### src/rtl/fetch_prefetch_queue_pkg.sv
// Shared types and constants for the instruction prefetch queue.
package fetch_prefetch_queue_pkg;

  localparam int unsigned ADDR_W = 32;
  localparam int unsigned ENTRY_W = 96;
  localparam logic [ADDR_W-1:0] RESET_PC_DEFAULT = 32'h0000_0000;

  typedef enum logic [1:0] {
    IDLE = 2'd0,
    REQ  = 2'd1,
    DROP = 2'd2
  } fetch_state_e;

  typedef struct packed {
    logic [ADDR_W-1:0] pc;
    logic [ADDR_W-1:0] pc_plus4;
    logic [ADDR_W-1:0] instr;
  } fetch_entry_t;

endpackage

### src/rtl/prefetch_fifo.sv
// Synchronous DEPTH-entry FIFO of fetched {PC, PC+4, instruction} entries.
module prefetch_fifo
  import fetch_prefetch_queue_pkg::*;
#(
  parameter int unsigned DEPTH = 4
) (
  input  logic                     clk,
  input  logic                     rst,
  input  logic                     push,
  input  fetch_entry_t             push_data,
  input  logic                     pop,
  input  logic                     flush,
  output fetch_entry_t             head,
  output logic [$clog2(DEPTH):0]   count
);

  localparam int unsigned PTR_W = $clog2(DEPTH);
  localparam int unsigned CNT_W = PTR_W + 1;

  logic [ENTRY_W-1:0] mem [DEPTH];
  logic [PTR_W-1:0]   wr_ptr;
  logic [PTR_W-1:0]   rd_ptr;

  // Storage is cleared on reset so the head fields read zero afterwards.
  always_ff @(posedge clk) begin
    if (rst) begin
      wr_ptr <= '0;
      rd_ptr <= '0;
      count  <= '0;
      for (int unsigned i = 0; i < DEPTH; i++) mem[i] <= '0;
    end else if (flush) begin
      wr_ptr <= '0;
      rd_ptr <= '0;
      count  <= '0;
    end else begin
      if (push) begin
        mem[wr_ptr] <= push_data;
        wr_ptr      <= wr_ptr + PTR_W'(1);
      end
      if (pop) rd_ptr <= rd_ptr + PTR_W'(1);
      count <= count + CNT_W'(push) - CNT_W'(pop);
    end
  end

  assign head = fetch_entry_t'(mem[rd_ptr]);

endmodule

### src/rtl/fetch_prefetch_queue.sv
// Instruction-fetch front end: issues PC-ordered memory requests and queues the returned words.
module fetch_prefetch_queue
  import fetch_prefetch_queue_pkg::*;
#(
  parameter int unsigned       DEPTH    = 4,
  parameter logic [ADDR_W-1:0] RESET_PC = RESET_PC_DEFAULT
) (
  input  logic                   Clk,
  input  logic                   Reset,
  input  logic                   Redirect,
  input  logic [ADDR_W-1:0]      RedirectPC,
  output logic                   ImemReq,
  output logic [ADDR_W-1:0]      ImemAddr,
  input  logic                   ImemAck,
  input  logic [ADDR_W-1:0]      ImemData,
  output logic                   OutValid,
  input  logic                   OutReady,
  output logic [ADDR_W-1:0]      OutInstruction,
  output logic [ADDR_W-1:0]      OutPC,
  output logic [ADDR_W-1:0]      OutPCPlus4,
  output logic [$clog2(DEPTH):0] Count
);

  localparam int unsigned CNT_W = $clog2(DEPTH) + 1;

  fetch_state_e      state, state_next;
  logic [ADDR_W-1:0] fetch_pc, fetch_pc_next;
  logic [ADDR_W-1:0] drop_addr, drop_addr_next;
  logic [ADDR_W-1:0] redirect_pc;
  logic [CNT_W-1:0]  count_after;
  logic              req, push, pop, flush;
  fetch_entry_t      push_entry, head;

  assign redirect_pc = RedirectPC & 32'hFFFF_FFFC;

  assign push_entry.pc       = fetch_pc;
  assign push_entry.pc_plus4 = fetch_pc + 32'd4;
  assign push_entry.instr    = ImemData;

  always_ff @(posedge Clk) begin
    if (Reset) begin
      state     <= IDLE;
      fetch_pc  <= RESET_PC;
      drop_addr <= '0;
    end else begin
      state     <= state_next;
      fetch_pc  <= fetch_pc_next;
      drop_addr <= drop_addr_next;
    end
  end

  // An IDLE cycle with room issues combinationally, so its ack is handled like one in REQ.
  always_comb begin
    state_next     = state;
    fetch_pc_next  = fetch_pc;
    drop_addr_next = drop_addr;
    req            = 1'b0;
    ImemAddr       = fetch_pc;
    push           = 1'b0;
    flush          = 1'b0;
    pop            = OutValid && OutReady && !Redirect;
    count_after    = Count + CNT_W'(1) - CNT_W'(pop);
    case (state)
      IDLE: begin
        if (Redirect) begin
          fetch_pc_next = redirect_pc;
          flush         = 1'b1;
        end else if (Count < CNT_W'(DEPTH)) begin
          req        = 1'b1;
          state_next = REQ;
          if (ImemAck) begin
            push          = 1'b1;
            fetch_pc_next = fetch_pc + 32'd4;
            state_next    = (count_after < CNT_W'(DEPTH)) ? REQ : IDLE;
          end
        end
      end
      REQ: begin
        req = 1'b1;
        if (Redirect) begin
          fetch_pc_next = redirect_pc;
          flush         = 1'b1;
          if (ImemAck) begin
            state_next = IDLE;
          end else begin
            state_next     = DROP;
            drop_addr_next = fetch_pc;
          end
        end else if (ImemAck) begin
          push          = 1'b1;
          fetch_pc_next = fetch_pc + 32'd4;
          state_next    = (count_after < CNT_W'(DEPTH)) ? REQ : IDLE;
        end
      end
      DROP: begin
        req      = 1'b1;
        ImemAddr = drop_addr;
        if (Redirect) begin
          fetch_pc_next = redirect_pc;
          flush         = 1'b1;
        end
        if (ImemAck) state_next = IDLE;
      end
      default: state_next = IDLE;
    endcase
    ImemReq = req && !Reset;
  end

  prefetch_fifo #(
    .DEPTH(DEPTH)
  ) u_fifo (
    .clk      (Clk),
    .rst      (Reset),
    .push     (push),
    .push_data(push_entry),
    .pop      (pop),
    .flush    (flush),
    .head     (head),
    .count    (Count)
  );

  assign OutValid       = (Count != '0);
  assign OutPC          = head.pc;
  assign OutPCPlus4     = head.pc_plus4;
  assign OutInstruction = head.instr;

endmodule
### config.mk
export PLATFORM = sky130hd
export DESIGN_NAME = fetch_prefetch_queue
export DESIGN_NICKNAME = d
export VERILOG_FILES = /design/src/rtl/fetch_prefetch_queue_pkg.sv /design/src/rtl/prefetch_fifo.sv /design/src/rtl/fetch_prefetch_queue.sv
export SDC_FILE = /design/constraint.sdc
export NUM_CORES = 1
export LEC_CHECK = 0
export BUFFER_PORTS_ARGS = -buffer_cell sky130_fd_sc_hd__buf_2
export CORE_MARGIN = 2
export CORE_UTILIZATION = 45
export DETAILED_ROUTE_END_ITERATION = 12
export PLACE_DENSITY_LB_ADDON = 0.3
export SYNTH_ARGS = -nofsm -noshare
export SYNTH_HDL_FRONTEND = slang
export SYNTH_SLANG_ARGS = --single-unit
### constraint.sdc
create_clock -name Clk -period 11 [get_ports Clk]
set_input_delay 1.65 -clock Clk [delete_from_list [all_inputs] [get_ports Clk]]
set_output_delay 1.65 -clock Clk [all_outputs]
set_load 0.02 [all_outputs]
==> flow_summary.toml <==
[status]
outcome = "complete, no violations"

[floorplanning]
initial_utilization_pct = 45.3
fp.dieW_um = 215
coreArea_um2 = 44000
die_area_um2 = 46000
rows = 77
ioPinCount = 202
die_h_um = 215

[timing]
fin_skew_ns = 0.0175
setup_viol = 0
rsz0062_at_grt = "no"
tns_ns = 0
maxSlewHeadroom_pct = 29.3
worst_pin_slew_ns = 1.06
min_period_ns = 4.60
fmax_ghz = 0.217
slew_violations = 0
finalHoldViolCount = 0
finalCritPeriodShare_pct = 41.8

[cells_and_area]
nFillCells = 3790
nets = 1724
final_common_cell = "edfxtp_1"
final_util_pct = 52.2
diodes = 0
drive_gt1_share_pct = 25.8
syn_to_final_growth_pct = 15.1
final_cell_mix = "372 x edfxtp_1, 197 x buf_2, 184 x nor2_1"

[synth]
yosys_most_used_dff = "edfxtp_1"
synth_xor_area_share_pct = 1.54
synth_area_um2 = 20000
synthArstFlopShare_pct = 0
synth-compound-area-share_pct = 3.98
synth_top_family_by_area = "simple AND/OR/NAND/NOR gates"
syn_inst = 1502
synth_edf_count = 372
ys_types = 63
synthAdderAreaFrac_pct = 0.665
yosysWarningCount = 0
ys_ff_latch = 443
yosys.area_share.simple_pct = 15.6
ys_seq_area_share_pct = 63.1
synth_mux_area_share_pct = 12.0
post_synth.cell_area_avg_um2 = 13.3

[worst_setup_path]
startpoint_type = "flop"
critPathTopFamily = "buffers and inverters"
crit_buf_inv = 2
worstPathArrival_ns = 2.95
required_ns = 9.35
slowest_delay_ns = 0.78
crit_slowest_cell = "dfxtp_4"
critical_path_class = "flop to primary output"
timing.critical_path.to_type = "primary output"
cp_cell_sequence = "buf_4, mux4_2, buf_2"
crit_path_max_fanout = 33

[global_routing]
grt_max_degree = 62
antenna_found_initial = 0
grt.overflow.total = 0
grt.total_usage_pct = 22.6
grt_pass1_vias = 13000
grt_pass1_wl_um = 78900

[placement]
routabilityCongestion = 0.861
hpwlAfterDp_um = 30900
port_buffers = 197

[clock_tree]
cts_tree = "built"
cts-htree-levels = 2
cts_buffers = 47
cts-root-buf = "clkbuf_16"
numClockSinks = 443
cts_hold_buf = 0
cts_setup_buffers = 0
cts-resized-gates = 0
insertion_delay_ns = 0.58
clock_path_buffers = 3
clk_pin_slew_ns = 0.06

[power]
swShare_pct = 24.0
pwr-share-clk_pct = 41.0
internal_power_mw = 2.95
comb_power_share_pct = 8.8
peakVddDrop_mv = 0.0929
power_density_nw_per_um2 = 169
seqPwrFrac_pct = 50.2
power.switching_uw = 933
p_leak_nw = 8.60

[routing]
drt_first_pass_iters = 6
via_per_inst = 5.63
dr_total_vias = 12800
drc = 0
finalWirelength_um = 51800
ant_nets = 0
drt_iter0_markers = 1321
wl_per_cell_um = 22.8

[worst_hold_path]
hp-class = "flop to flop"

[job]
cap_viol_max_count = 0
[worst paths after layout]
path,slack [ns],endpoint,start,cells past startpoint
hold reg to reg,0.45,drop_addr[25],drop_addr[25],2
setup / recovery,6.40,OutPCPlus4[30],flop,3
setup reg to reg,7.09,u_fifo.mem[1][27],state[1],10
hold / removal,0.45,drop_addr[25],drop_addr[25],2
[Yosys cell counts (all sizes together) (29+ instances only)]
cell	count	area [µm²]
and2	172	1080
a21oi	47	235
edfxtp	372	11200
nor2	187	702
buf	32	160
mux4	93	2090
clkbuf	101	380
and3	63	394
nand2	106	398
o21ai	29	145
dfxtp	71	1420
[metal layers]
metal	track usage, %	wire (µm)	vias up	share of wire, %
met5	0	0	-	0
met4	6.32	1040	0	2.0
met3	3.09	3310	68	6.4
met2	37.0	25000	466	48
met1	32.0	22500	6516	43
li1	-	-	5740	-
[per-stage QoR]
step	setup WS (ns)	cells	cell area, µm²	hold slack (ns)	total power, mW
floorplan	1.88	1507	20000	0.433	2.20
global placement	5.88	2188	21400	0.438	2.32
detailed placement	5.87	2188	21400	0.446	2.33
CTS	6.26	2273	23000	0.455	3.92
global route	6.18	2273	23000	0.472	4.01
finish	6.40	2273	23000	0.453	3.88
[flip-flops by register name (all words and copies together) (netlist names), named ones only]
| signal | cells |
|---|---|
| drop_addr | 30 |
| fetch_pc | 30 |
| state | 2 |
| u_fifo.count | 3 |
| u_fifo.mem | 372 |
| u_fifo.rd_ptr | 2 |
| u_fifo.wr_ptr | 2 |
[cell families after synthesis]
kind of cell,count (synthesis)
muxes,119
AOI/OAI and AO/OA,127
xor gates and xnor gates,35
adders and majority gates,10
buffers and inverters,158
and+or+nand+nor,609
DFF,443
other,1
[power by group through the flow]
stage / combinational (mW) / clock, mW / sequential, mW
floorplan: 0.230 / 0 / 1.97
global placement: 0.341 / 0 / 1.98
detailed placement: 0.345 / 0 / 1.98
CTS: 0.346 / 1.62 / 1.95
global route: 0.368 / 1.68 / 1.96
finish: 0.342 / 1.59 / 1.95
[area by class of cell]
cell class              instances  area (µm²)  share of cell area (%)
flip-flops and latches        443       12600                    54.9
multi-input cells             906        6810                    29.7
clock buffers                  62        1360                    5.91
repair buffers                222        1170                    5.11
well taps                     592         741                    3.23
clock inverters                23         189                   0.823
inverters                      25        95.1                   0.414
[worst register-to-register path: stages (launching register included)]
cell,delay (ns)
dfxtp_1,0.44
inv_1,0.11
ha_1,0.25
and3b_1,0.18
o21ai_1,0.75
inv_2,0.07
nand2_1,0.55
buf_4,0.46
nor2_4,0.24
buf_4,0.32
and2_1,0.28
No activity file was read; power rests on OpenSTA's default activity.
